File: src/rtl/pattern_renderer_pkg.sv
// Shared encodings for the VGA test-pattern renderer and its box mover.
package pattern_renderer_pkg;

    typedef enum logic [1:0] {
        MODE_SOLID = 2'd0,
        MODE_CHECK = 2'd1,
        MODE_BARS  = 2'd2,
        MODE_BOX   = 2'd3
    } mode_e;

    typedef enum logic {
        DIR_POS = 1'b0,
        DIR_NEG = 1'b1
    } dir_e;

    localparam int CW_DEFAULT = 10;

endpackage

File: src/rtl/pattern_box_mover.sv
// Bouncing-box position/direction state, advanced once per frame tick.
// Only instantiated when PATTERN_RENDERER_BOX_EN is defined.
module pattern_box_mover
    import pattern_renderer_pkg::*;
#(
    parameter int XW       = 11,
    parameter int YW       = 11,
    parameter int H_ACTIVE = 800,
    parameter int V_ACTIVE = 600,
    parameter int BOX_SIZE = 64,
    parameter int SPEED    = 4
) (
    input  logic          clk,
    input  logic          rst_n,
    input  logic          i_tick,
    output logic [XW-1:0] o_bx,
    output logic [YW-1:0] o_by
);

    // One extra bit so pos+SPEED never wraps before the limit compare.
    localparam logic [XW:0] X_LIM = (XW+1)'(H_ACTIVE - BOX_SIZE);
    localparam logic [YW:0] Y_LIM = (YW+1)'(V_ACTIVE - BOX_SIZE);
    localparam logic [XW:0] X_SPD = (XW+1)'(SPEED);
    localparam logic [YW:0] Y_SPD = (YW+1)'(SPEED);

    logic [XW-1:0] r_bx, w_bx_nxt;
    logic [YW-1:0] r_by, w_by_nxt;
    dir_e          r_dx, w_dx_nxt;
    dir_e          r_dy, w_dy_nxt;
    logic [XW:0]   w_x_up;
    logic [YW:0]   w_y_up;

    assign w_x_up = {1'b0, r_bx} + X_SPD;
    assign w_y_up = {1'b0, r_by} + Y_SPD;

    always_comb begin
        w_bx_nxt = r_bx;
        w_dx_nxt = r_dx;
        if (r_dx == DIR_POS) begin
            if (w_x_up > X_LIM) begin
                w_bx_nxt = X_LIM[XW-1:0];
                w_dx_nxt = DIR_NEG;
            end else begin
                w_bx_nxt = w_x_up[XW-1:0];
            end
        end else if ({1'b0, r_bx} < X_SPD) begin
            w_bx_nxt = '0;
            w_dx_nxt = DIR_POS;
        end else begin
            w_bx_nxt = r_bx - X_SPD[XW-1:0];
        end
    end

    always_comb begin
        w_by_nxt = r_by;
        w_dy_nxt = r_dy;
        if (r_dy == DIR_POS) begin
            if (w_y_up > Y_LIM) begin
                w_by_nxt = Y_LIM[YW-1:0];
                w_dy_nxt = DIR_NEG;
            end else begin
                w_by_nxt = w_y_up[YW-1:0];
            end
        end else if ({1'b0, r_by} < Y_SPD) begin
            w_by_nxt = '0;
            w_dy_nxt = DIR_POS;
        end else begin
            w_by_nxt = r_by - Y_SPD[YW-1:0];
        end
    end

    always_ff @(posedge clk or negedge rst_n) begin
        if (!rst_n) begin
            r_bx <= '0;
            r_by <= '0;
            r_dx <= DIR_POS;
            r_dy <= DIR_POS;
        end else if (i_tick) begin
            r_bx <= w_bx_nxt;
            r_by <= w_by_nxt;
            r_dx <= w_dx_nxt;
            r_dy <= w_dy_nxt;
        end
    end

    assign o_bx = r_bx;
    assign o_by = r_by;

endmodule

File: src/rtl/pattern_renderer.sv
// Mode-selectable VGA test-pattern generator with one-clock pixel latency.
// Define PATTERN_RENDERER_BOX_EN to compile in the bouncing-box mode (else mode 3 = checker).
module pattern_renderer
    import pattern_renderer_pkg::*;
#(
    parameter int CW        = CW_DEFAULT,
    parameter int XW        = 11,
    parameter int YW        = 11,
    parameter int H_ACTIVE  = 800,
    parameter int V_ACTIVE  = 600,
    parameter int CELL_LOG2 = 4,
    parameter int BAR_LOG2  = 7,
    parameter int BOX_SIZE  = 64,
    parameter int SPEED     = 4
) (
    input  logic          clk,
    input  logic          rst_n,
    input  logic          candraw,
    input  logic [XW-1:0] x,
    input  logic [YW-1:0] y,
    input  logic [1:0]    mode,
    input  logic [3*CW-1:0] fg_rgb,
    input  logic [3*CW-1:0] bg_rgb,
    output logic [CW-1:0] red,
    output logic [CW-1:0] green,
    output logic [CW-1:0] blue,
    output logic          vga_blank,
    output logic          frame_tick
);

    mode_e           r_mode;
    logic [3*CW-1:0] r_rgb;
    logic            r_blank;
    logic            r_frame_tick;
    logic [3*CW-1:0] w_rgb;
    logic            w_last;
    logic            w_check;
    logic [2:0]      w_bar_idx;

    assign w_last    = candraw && (x == XW'(H_ACTIVE - 1)) && (y == YW'(V_ACTIVE - 1));
    assign w_check   = x[CELL_LOG2] ^ y[CELL_LOG2];
    assign w_bar_idx = x[BAR_LOG2+2:BAR_LOG2];

`ifdef PATTERN_RENDERER_BOX_EN
    logic [XW-1:0] w_bx;
    logic [YW-1:0] w_by;
    logic          w_in_box;

    pattern_box_mover #(
        .XW       (XW),
        .YW       (YW),
        .H_ACTIVE (H_ACTIVE),
        .V_ACTIVE (V_ACTIVE),
        .BOX_SIZE (BOX_SIZE),
        .SPEED    (SPEED)
    ) u_box (
        .clk    (clk),
        .rst_n  (rst_n),
        .i_tick (r_frame_tick),
        .o_bx   (w_bx),
        .o_by   (w_by)
    );

    assign w_in_box = ({1'b0, x} >= {1'b0, w_bx})
                   && ({1'b0, x} <  ({1'b0, w_bx} + (XW+1)'(BOX_SIZE)))
                   && ({1'b0, y} >= {1'b0, w_by})
                   && ({1'b0, y} <  ({1'b0, w_by} + (YW+1)'(BOX_SIZE)));
`endif

    always_comb begin
        w_rgb = bg_rgb;
        case (r_mode)
            MODE_SOLID: w_rgb = fg_rgb;
            MODE_CHECK: w_rgb = w_check ? fg_rgb : bg_rgb;
            MODE_BARS:  w_rgb = {{CW{w_bar_idx[2]}}, {CW{w_bar_idx[1]}}, {CW{w_bar_idx[0]}}};
`ifdef PATTERN_RENDERER_BOX_EN
            MODE_BOX:   w_rgb = w_in_box ? fg_rgb : bg_rgb;
`else
            MODE_BOX:   w_rgb = w_check ? fg_rgb : bg_rgb;
`endif
            default:    w_rgb = fg_rgb;
        endcase
    end

    // Mode only changes on the tick so a frame never mixes two patterns.
    always_ff @(posedge clk or negedge rst_n) begin
        if (!rst_n) begin
            r_rgb        <= '0;
            r_blank      <= 1'b0;
            r_frame_tick <= 1'b0;
            r_mode       <= MODE_SOLID;
        end else begin
            r_frame_tick <= w_last;
            r_blank      <= candraw;
            if (candraw) begin
                r_rgb <= w_rgb;
            end
            if (r_frame_tick) begin
                r_mode <= mode_e'(mode);
            end
        end
    end

    assign red        = r_rgb[3*CW-1:2*CW];
    assign green      = r_rgb[2*CW-1:CW];
    assign blue       = r_rgb[CW-1:0];
    assign vga_blank  = r_blank;
    assign frame_tick = r_frame_tick;

endmodule
File: config.mk
export PLATFORM = sky130hd
export DESIGN_NAME = pattern_renderer
export DESIGN_NICKNAME = d
export VERILOG_FILES = /design/src/rtl/pattern_renderer_pkg.sv /design/src/rtl/pattern_box_mover.sv /design/src/rtl/pattern_renderer.sv
export SDC_FILE = /design/constraint.sdc
export NUM_CORES = 1
export LEC_CHECK = 0
export BUFFER_PORTS_ARGS = -buffer_cell sky130_fd_sc_hd__buf_2
export CORE_MARGIN = 4
export CORE_UTILIZATION = 46
export CTS_CLUSTER_SIZE = 25
export DETAILED_ROUTE_END_ITERATION = 8
export GPL_ROUTABILITY_DRIVEN = 0
export PLACE_DENSITY = 0.85
export SETUP_SLACK_MARGIN = 0.05
export SLEW_MARGIN = 20
export SYNTH_ARGS = -nofsm -noshare
export SYNTH_HDL_FRONTEND = slang
export SYNTH_SLANG_ARGS = --single-unit
File: constraint.sdc
create_clock -name clk -period 3.7 [get_ports clk]
set_input_delay 0.925 -clock clk [delete_from_list [all_inputs] [get_ports clk]]
set_output_delay 0.925 -clock clk [all_outputs]
set_load 0.005 [all_outputs]
==> results.tsv <==
stage	metric	value	unit
timing	clock skew	0.00427	ns
power	net switching fraction of the power	0.260	
cts	worst skew pair latency	0.28	ns
die	num ports	119	
die	Initial Utilization	0.479	
worst_setup_path	critical path arrival	2.43	ns
drt	# DRC	0	
global_route	vias in the first global route	1895	
die	die footprint	0.00530	mm2
worst_setup_path	critical-path cell list	buf_2, xnor2_4, buf_12, a211oi_1, o32a_1	
cts	# clock sinks	34	
cts	setup bufs post-CTS	0	
worst_setup_path	CP delay by family, top	XOR/XNOR gates	
timing	Final Critical Period	2.27	ns
worst_setup_path	Largest stage delay, worst path	0.64	ns
worst_setup_path	element type at the critical path start	input pin	
worst_setup_path	critical path class	in -> reg	
worst_setup_path	crit path buf inv count	2	
place	post-DP HPWL	3810	um
place	port bufs	118	
cts	Longest Clk Path Bufs	2	
timing	FMAX	441	MHz
worst_setup_path	Max FO, Critical Path	31	
die	overall die height	72.8	um
logic_synthesis	Yosys reg bits	34	
power	pwr/cell area	334	mW/mm2
power	Clk pwr share	0.321	
timing	period utilisation layout	0.612	
logic_synthesis	Synth cell types	20	
timing	Fin Setup TNS	0	ns
finish	diode count	0	
cts	hold_buf cts	0	
run	number of max-cap violations	0	
drt	routed vias	1936	
timing	Final Max Tran Viols	0	
logic_synthesis	syn nets	280	
drt	Initial DRC Count	121	
logic_synthesis	Syn Inst Count	193	
finish	commonest non-fill, non-tap cells in the layout	118 x buf_2, 34 x dfrtp_1	
worst_setup_path	crit end category	flop	
cts	Worst-path clk slew	0.07	ns
timing	Final setup violation count	0	
finish	Final nets	384	
die	num rows	23	
global_route	first-pass GRT wire length	8360	um
timing	Rel. slew slack	0.420	
status	status	complete, no violations	
timing	Final Hold Fails	0	
cts	CTS tree	done	
cts	CTS H-tree lvls	2	
finish	Util after Layout	0.648	
cts	CTS buffer count	5	
timing	Worst Tran Pin Value	0.866	ns
logic_synthesis	Mapped Avg Cell Area	10.0	um2
die	Core Box Area	0.00403	mm2
timing	RSZ-0062 raised after global routing	no	
worst_setup_path	WP data required	3.87	ns
global_route	initial antenna violation count	0	
drt	Antenna Nets Post-Route	0	
power	internal power	0.000645	W
logic_synthesis	synthesized area	0.00193	mm2
finish	share of cells above drive strength 1	0.443	
logic_synthesis	register area share after synthesis	0.441	
finish	area grow syn2layout	35.1	%
drt	DR WL/cell	15.4	um
drt	final WL	5370	um
global_route	largest net degree at the start of global routing	62	
worst_setup_path	slowest library cell on the worst path	xnor2_4	
place	pre-CTS WS	1.15	ns
drt	Via density	5.56	
cts	Resized Gates After CTS	0	
global_route	GRT overflow	0	
logic_synthesis	synth warn	0	
cts	CTS root buf	clkbuf_8	
worst_hold_path	worst min path class	reg -> reg	
die	Die Wd	72.8	um
power	Pleak	1.42	nW
power	Net Switching	0.000227	W
power	Reg power frac	0.480	
finish	commonest non-fill, non-tap cell in the layout	buf_2	
drt	1st-pass router iterations	4	
power	worst-case vdd ir drop	0.243	mV
power	combinational share of power	0.200	
timing	final setup margin	1.43	ns
global_route	gr usage total	0.201	
==> logic make-up after synthesis <==
logic type                synth area share
AOI/OAI and AO/OA                    0.288
buffers and inverters                0.117
xor gates and xnor gates           0.00843
muxes                               0.0117
DFF                                  0.441
and+or+nand+nor                      0.135
==> per-stage QoR <==
stage                     instance area (um2)  hold WS (ns)  std cells  power [W]
after CTS                                2610         0.509        348   0.000881
after detailed placement                 2520         0.493        340   0.000600
final                                    2610         0.503        348   0.000872
after global placement                   2520         0.484        340   0.000595
after global routing                     2610         0.517        348   0.000920
after floorplan                          1930         0.472        193   0.000500
==> final cells by class <==
class | count | area [um2]
clock buffer | 7 | 86.3
multi-input combinational | 105 | 866
fill | 353 | 1420
clock inverter | 1 | 5.00
timing repair buffer | 121 | 626
inverter | 30 | 113
tap | 50 | 62.6
sequential | 34 | 851
==> power groups by stage <==
stage | logic [W] | registers (W) | clock network, W
after detailed placement | 0.000175 | 0.000425 | 0
after CTS | 0.000176 | 0.000418 | 0.000287
after floorplan | 0.0000737 | 0.000426 | 0
after global routing | 0.000193 | 0.000421 | 0.000307
after global placement | 0.000172 | 0.000424 | 0
final | 0.000174 | 0.000418 | 0.000280
==> path summary, 6_finish.rpt <==
| path | startpoint | endpoint | slack [ns] | depth (start not counted) |
|---|---|---|---|---|
| hold reg to reg | r_rgb[24] | r_rgb[24] | 0.50 | 1 |
| setup reg to reg | r_mode[0] | r_rgb[3] | 1.73 | 4 |
| min in group asynchronous | rst_n | r_rgb[18] | 0.70 | 1 |
| setup / recovery | x[4] | r_rgb[28] | 1.43 | 5 |
| max in group asynchronous | rst_n | r_rgb[3] | 2.52 | 1 |
| hold / removal | r_rgb[24] | r_rgb[24] | 0.50 | 1 |
==> synthesized netlist by cell type <==
master	n	area (um2)
buf_4	1	7.51
nor2b_1	1	6.26
nand4_1	2	12.5
inv_1	30	113
a21bo_1	3	30.0
nor2b_2	1	8.76
nor4_1	1	6.26
buf_6	1	11.3
mux2_2	2	22.5
a211oi_1	30	225
nand4b_1	1	8.76
nor4b_1	1	8.76
clkbuf_1	13	48.8
o32a_1	30	300
xnor2_2	1	16.3
nor4bb_1	1	10.0
nand4bb_1	1	11.3
buf_2	9	45.0
and3_1	30	188
dfrtp_1	34	851
==> layer usage <==
| metal | up-vias | wire [um] | global-route usage |
|---|---|---|---|
| li1 | 938 | - | - |
| met1 | 896 | 2160 | 0.236 |
| met2 | 95 | 2670 | 0.361 |
| met3 | 7 | 479 | 0.0523 |
| met4 | 0 | 63 | 0.0553 |
| met5 | - | 0 | 0 |
==> state kept, by name (all words and copies together), names as in the netlist <==
register	cells
r_mode	2
frame_tick	1
vga_blank	1
r_rgb	30
(Power assumes the default switching activity.)
